**config.mk**
```make
export PLATFORM = sky130hd
export DESIGN_NAME = router_pkt_assembler
export DESIGN_NICKNAME = d
export VERILOG_FILES = /design/src/rtl/router_pkg.sv /design/src/rtl/router_sat_counter.sv /design/src/rtl/router_pkt_assembler.sv
export SDC_FILE = /design/constraint.sdc
export NUM_CORES = 2
export LEC_CHECK = 0
export CAP_MARGIN = 20
export CORE_AREA = 2 2 446 448
export CTS_CLUSTER_SIZE = 16
export DETAILED_ROUTE_END_ITERATION = 7
export DIE_AREA = 0 0 448 450
export PLACE_DENSITY = 0.45
export SLEW_MARGIN = 30
export SYNTH_ARGS = -nofsm -noshare
export SYNTH_HDL_FRONTEND = slang
export SYNTH_HIERARCHICAL = 1
export SYNTH_SLANG_ARGS = --single-unit
export TNS_END_PERCENT = 30
```
**constraint.sdc**
```tcl
create_clock -name clk -period 53.3 [get_ports clk]
set_input_delay 15.99 -clock clk [delete_from_list [all_inputs] [get_ports clk]]
set_output_delay 15.99 -clock clk [all_outputs]
set_load 0.05 [all_outputs]
```
**src/rtl/router_pkg.sv**
```systemverilog
// rtl/router_pkg.sv - shared widths, beat count and assembler state encoding
package router_pkg;

  localparam int DATA_WIDTH        = 1024;
  localparam int ADDR_WIDTH        = 10;
  localparam int DATA_DFX_WIDTH    = DATA_WIDTH + ADDR_WIDTH;
  localparam int AURORA_DATA_WIDTH = 64;

  // Beats needed to carry one packet, rounded up
  localparam int BEATS = (DATA_DFX_WIDTH + AURORA_DATA_WIDTH - 1) / AURORA_DATA_WIDTH;

  localparam int BEAT_CNT_W = 5;
  localparam int CNT_WIDTH  = 16;

  typedef enum logic {
    COLLECT = 1'b0,
    DISCARD = 1'b1
  } asm_state_e;

endpackage

```
**src/rtl/router_sat_counter.sv**
```systemverilog
// rtl/router_sat_counter.sv - 16-bit increment-enable counter that holds at all-ones
module router_sat_counter
  import router_pkg::*;
(
  input  logic                 clk,
  input  logic                 rst,
  input  logic                 inc,
  output logic [CNT_WIDTH-1:0] count
);

  // Count up on inc, sticking at the maximum value
  always_ff @(posedge clk or posedge rst) begin
    if (rst) begin
      count <= '0;
    end else if (inc && (count != '1)) begin
      count <= count + CNT_WIDTH'(1);
    end
  end

endmodule

```
**src/rtl/router_pkt_assembler.sv**
```systemverilog
// rtl/router_pkt_assembler.sv - gathers Aurora RX beats into packets for the packet FIFO
module router_pkt_assembler
  import router_pkg::*;
(
  input  logic                         clk,
  input  logic                         rst,
  input  logic [AURORA_DATA_WIDTH-1:0] rx_tdata,
  input  logic                         rx_tvalid,
  input  logic                         rx_tlast,
  input  logic                         full_pkt_fifo,
  output logic                         write_pkt_fifo,
  output logic [DATA_DFX_WIDTH-1:0]    pkt_fifo_din,
  output logic                         err_len,
  output logic                         drop_pkt,
  output logic [CNT_WIDTH-1:0]         rx_pkt_cnt,
  output logic [CNT_WIDTH-1:0]         drop_cnt
);

  localparam logic [BEAT_CNT_W-1:0] LAST_BEAT = BEAT_CNT_W'(BEATS - 1);

  asm_state_e                  state_q, state_d;
  logic [BEAT_CNT_W-1:0]       beat_cnt_q, beat_cnt_d;
  logic                        complete_q, complete_d;
  logic                        err_q, err_d;
  logic                        store_en;
  logic [AURORA_DATA_WIDTH-1:0] beat_q [BEATS];
  logic [BEATS*AURORA_DATA_WIDTH-1:0] flat;
  logic                        unused_flat_hi;

  // State, beat index and the one-cycle completion/error flags
  always_ff @(posedge clk or posedge rst) begin
    if (rst) begin
      state_q    <= COLLECT;
      beat_cnt_q <= '0;
      complete_q <= 1'b0;
      err_q      <= 1'b0;
    end else begin
      state_q    <= state_d;
      beat_cnt_q <= beat_cnt_d;
      complete_q <= complete_d;
      err_q      <= err_d;
    end
  end

  // Frame tracking: collect beats, flag short/long frames, swallow overlong tails
  always_comb begin
    state_d    = state_q;
    beat_cnt_d = beat_cnt_q;
    complete_d = 1'b0;
    err_d      = 1'b0;
    store_en   = 1'b0;
    case (state_q)
      COLLECT: begin
        if (rx_tvalid) begin
          store_en = 1'b1;
          if (rx_tlast) begin
            beat_cnt_d = '0;
            if (beat_cnt_q == LAST_BEAT) begin
              complete_d = 1'b1;
            end else begin
              err_d = 1'b1;
            end
          end else if (beat_cnt_q == LAST_BEAT) begin
            beat_cnt_d = '0;
            state_d    = DISCARD;
          end else begin
            beat_cnt_d = beat_cnt_q + BEAT_CNT_W'(1);
          end
        end
      end
      DISCARD: begin
        if (rx_tvalid && rx_tlast) begin
          err_d      = 1'b1;
          beat_cnt_d = '0;
          state_d    = COLLECT;
        end
      end
      default: state_d = COLLECT;
    endcase
  end

  // Beat storage; a beat lands at the end of its cycle, so the register
  // contents stay stable during the write cycle even if beat 0 arrives then
  always_ff @(posedge clk or posedge rst) begin
    if (rst) begin
      for (int k = 0; k < BEATS; k++) begin
        beat_q[k] <= '0;
      end
    end else if (store_en) begin
      for (int k = 0; k < BEATS; k++) begin
        if (beat_cnt_q == BEAT_CNT_W'(k)) begin
          beat_q[k] <= rx_tdata;
        end
      end
    end
  end

  // Flatten beats LSB-first; the top of the last beat falls outside the packet
  always_comb begin
    flat = '0;
    for (int k = 0; k < BEATS; k++) begin
      flat[k*AURORA_DATA_WIDTH +: AURORA_DATA_WIDTH] = beat_q[k];
    end
  end

  assign pkt_fifo_din   = flat[DATA_DFX_WIDTH-1:0];
  assign unused_flat_hi = ^flat[BEATS*AURORA_DATA_WIDTH-1:DATA_DFX_WIDTH];

  assign write_pkt_fifo = complete_q & ~full_pkt_fifo;
  assign drop_pkt       = complete_q &  full_pkt_fifo;
  assign err_len        = err_q;

  router_sat_counter u_rx_pkt_cnt (
    .clk   (clk),
    .rst   (rst),
    .inc   (write_pkt_fifo),
    .count (rx_pkt_cnt)
  );

  router_sat_counter u_drop_cnt (
    .clk   (clk),
    .rst   (rst),
    .inc   (drop_pkt | err_len),
    .count (drop_cnt)
  );

endmodule

```
==> reports/metrics.yaml <==
vdd.ir_drop.worst_mv: 0.0344
io_buffers: 1137
final-setup-viol-count: 0
use_met2_pct: 29.6
drc_errors: 0
die_y_um: 450
dp.cells: 6118
synth.most_common_cell: "dfrtp_1"
dr.pass1.iters: 5
grt_pass1_wl_um: 230000
syn_area_mm2: 0.0409
reg2reg_setup_slack_ns: 50.04
antenna_found_initial: 12
routedWlPerCell_um: 26.6
crit_type: "in2out"
tritoncts: "yes"
hpwl_um: 120000
arrival_ns: 17.95
cts_resized: 0
hold_path.class: "reg2reg"
drv_slew: 0
pwr_density_cell_mw_per_mm2: 54.2
nNetsFinal: 3693
final-instance-count-excl-fill: 6363
grt_max_degree: 152
regArea_mm2: 0.0269
row_count: 163
synth_cells: 2455
ys_warn_count: 6
coreArea_mm2: 0.197
p_int_w: 0.00191
vias: 26000
layout_setup_ws_ns: 19.36
cts.sinks: 1074
drive_gt1_share_pct: 34.9
use_met3_pct: 4.69
fillCellCount: 19900
synth_seq_area_share_pct: 65.8
fin_skew_ns: 0.0262
finalInstanceArea_mm2: 0.0595
final.min_clock_period_ns: 33.94
hold_slack_ns: 0.482
hold_viol: 0
postRouteAntennaNets: 0
tightest_slew_ns: 0.995
async_reset_ff_share_pct: 100
relSlewSlack_pct: 33.5
area_delta_synth_final_pct: 45.6
root_buffer: "clkbuf_16"
p_leak_nw: 26.6
overflow: 0
post_cts_buffers: 0
grt_pass1_vias: 26700
syn-num-nets: 2531
fmax_ghz: 0.0295
wl_um: 169000
drv_cap: 0
start_util_pct: 20.8
path_clk_slew_ns: 0.05
synth_common_cells: "dfrtp_1 (1074), mux2_2 (993), clkbuf_1 (85)"
clkLatencyLatePin_ns: 0.80
use_met1_pct: 17.8
crit_required_ns: 37.31
rsz0062_at_grt: "false"
seqPwrFrac_pct: 33.1
place.gp.congestion: 0.774
synth_cell_types: 43
critPathLaunchType: "input pin"
switching_share_pct: 40.8
crit_fanout: 7
clockBufferDepth: 3
grt-busiest-layer: "met2"
fp.dieW_um: 448
synth_edf_count: 0
htree_levels: 4
fin_crit_sh_pct: 63.7
grt.total_usage_pct: 16.4
setup_tns_ns: 0
cp-end-kind: "output pin"
synth.top_cells.by_area: "dfrtp_1 (66%), mux2_2 (27%), mux2_1 (1.3%), buf_6 (1.2%), clkbuf_1 (0.78%)"
hold_buffers: 0
post-place-ws_ns: 19.32
ys_seq_elements: 1074
yosysTopAreaCell: "dfrtp_1"
multi_input_area_mm2: 0.0130
combPwrFrac_pct: 38.7
synth_top_area_share_pct: 65.8
switchingPower_w: 0.00131
first_iter_violations: 1140
vias_per_cell: 4.08
die_area_mm2: 0.202
cts_made_buffers: 134
postSynthAreaPerCell_um2: 16.6
clkPwrFrac_pct: 28.2
outcome: "completed"
synthFlopType: "dfrtp_1"
place_area_mm2: 0.0550
io_pins: 1138
## through the flow
step                utilization, %  total power, W
floorplan                        -         0.00184
global placement              28.0         0.00233
detailed placement            28.0         0.00234
CTS                           30.2         0.00327
global route                  30.2         0.00334
finish                        30.2         0.00322
## final timing paths
path,endpoint,startpoint,depth (start not counted)
hold / removal,pkt_fifo_din[697],pkt_fifo_din[697],1
max in group asynchronous,pkt_fifo_din[260],rst,7
setup / recovery,write_pkt_fifo,full_pkt_fifo,3
setup reg to reg,pkt_fifo_din[614],beat_cnt_q[3],5
min in group asynchronous,pkt_fifo_din[946],rst,2
hold reg to reg,pkt_fifo_din[697],pkt_fifo_din[697],1
## worst max-delay path, stage by stage
cell             delay, ns
clkdlybuf4s50_1       0.42
nor2b_1               0.59
clkdlybuf4s50_1       0.94
## cell usage in the layout (no fill, tap or decap), drive strengths merged, types with 2 or more instances in the layout
cell,Yosys,routed
a21oi,5,5
a22o,3,3
and2,3,3
and3,13,13
and4,8,8
buf,84,77
bufinv,0,3
clkbuf,85,198
clkdlybuf4s50,0,1118
clkinv,0,23
clkinvlp,0,4
dfrtp,1074,1074
diode,0,6
ha,7,7
inv,9,17
mux2,1039,1039
mux2i,3,3
nand2,18,18
nand2b,5,5
nand3,20,20
nand4,16,16
nor2,17,17
nor2b,4,4
nor3,2,2
nor4,4,4
o21a,2,2
o21ai,2,2
xnor2,22,22
## cells by family after synthesis
| logic type | synth area share (%) |
|---|---|
| mux | 28.7 |
| xor+xnor | 0.472 |
| fa+ha+maj | 0.214 |
| flops | 65.8 |
| simple gates | 2.00 |
| compound gates | 0.266 |
| buf+inv | 2.54 |
## per-layer routing
layer	share of wire (%)	wire length, um	vias to the layer above
met5	0.021	35	-
met4	4.4	7500	6
met3	6.0	10300	268
met2	53	89400	731
met1	37	62300	13900
li1	-	-	11000
## state kept, by name, summed over array words and instances, names as in the netlist
register / flops
u_rx_pkt_cnt/count: 16
complete_q: 1
beat_cnt_q: 5
state_q: 1
err_len: 1
pkt_fifo_din: 1034
u_drop_cnt/count: 16
## power by group through the flow
| stage | logic (W) | clock network, W | registers (W) |
|---|---|---|---|
| 2_1_floorplan | 0.000180 | 0 | 0.00166 |
| 3_3_place_gp | 0.00126 | 0 | 0.00107 |
| 3_5_place_dp | 0.00126 | 0 | 0.00108 |
| 4_1_cts | 0.00126 | 0.000943 | 0.00107 |
| 5_1_grt | 0.00128 | 0.000975 | 0.00109 |
| 6_report | 0.00125 | 0.000909 | 0.00107 |
## cell type report
class / instances / area share (%)
Clock inverter: 38 / 0.888
Sequential cell: 1074 / 45.2
Clock buffer: 198 / 6.50
Multi-Input combinational cell: 1203 / 21.8
Antenna cell: 6 / 0.0252
Timing Repair Buffer: 1195 / 19.9
Tap cell: 2640 / 5.55
Inverter: 9 / 0.0778
Power figures use the tool's default switching activity.
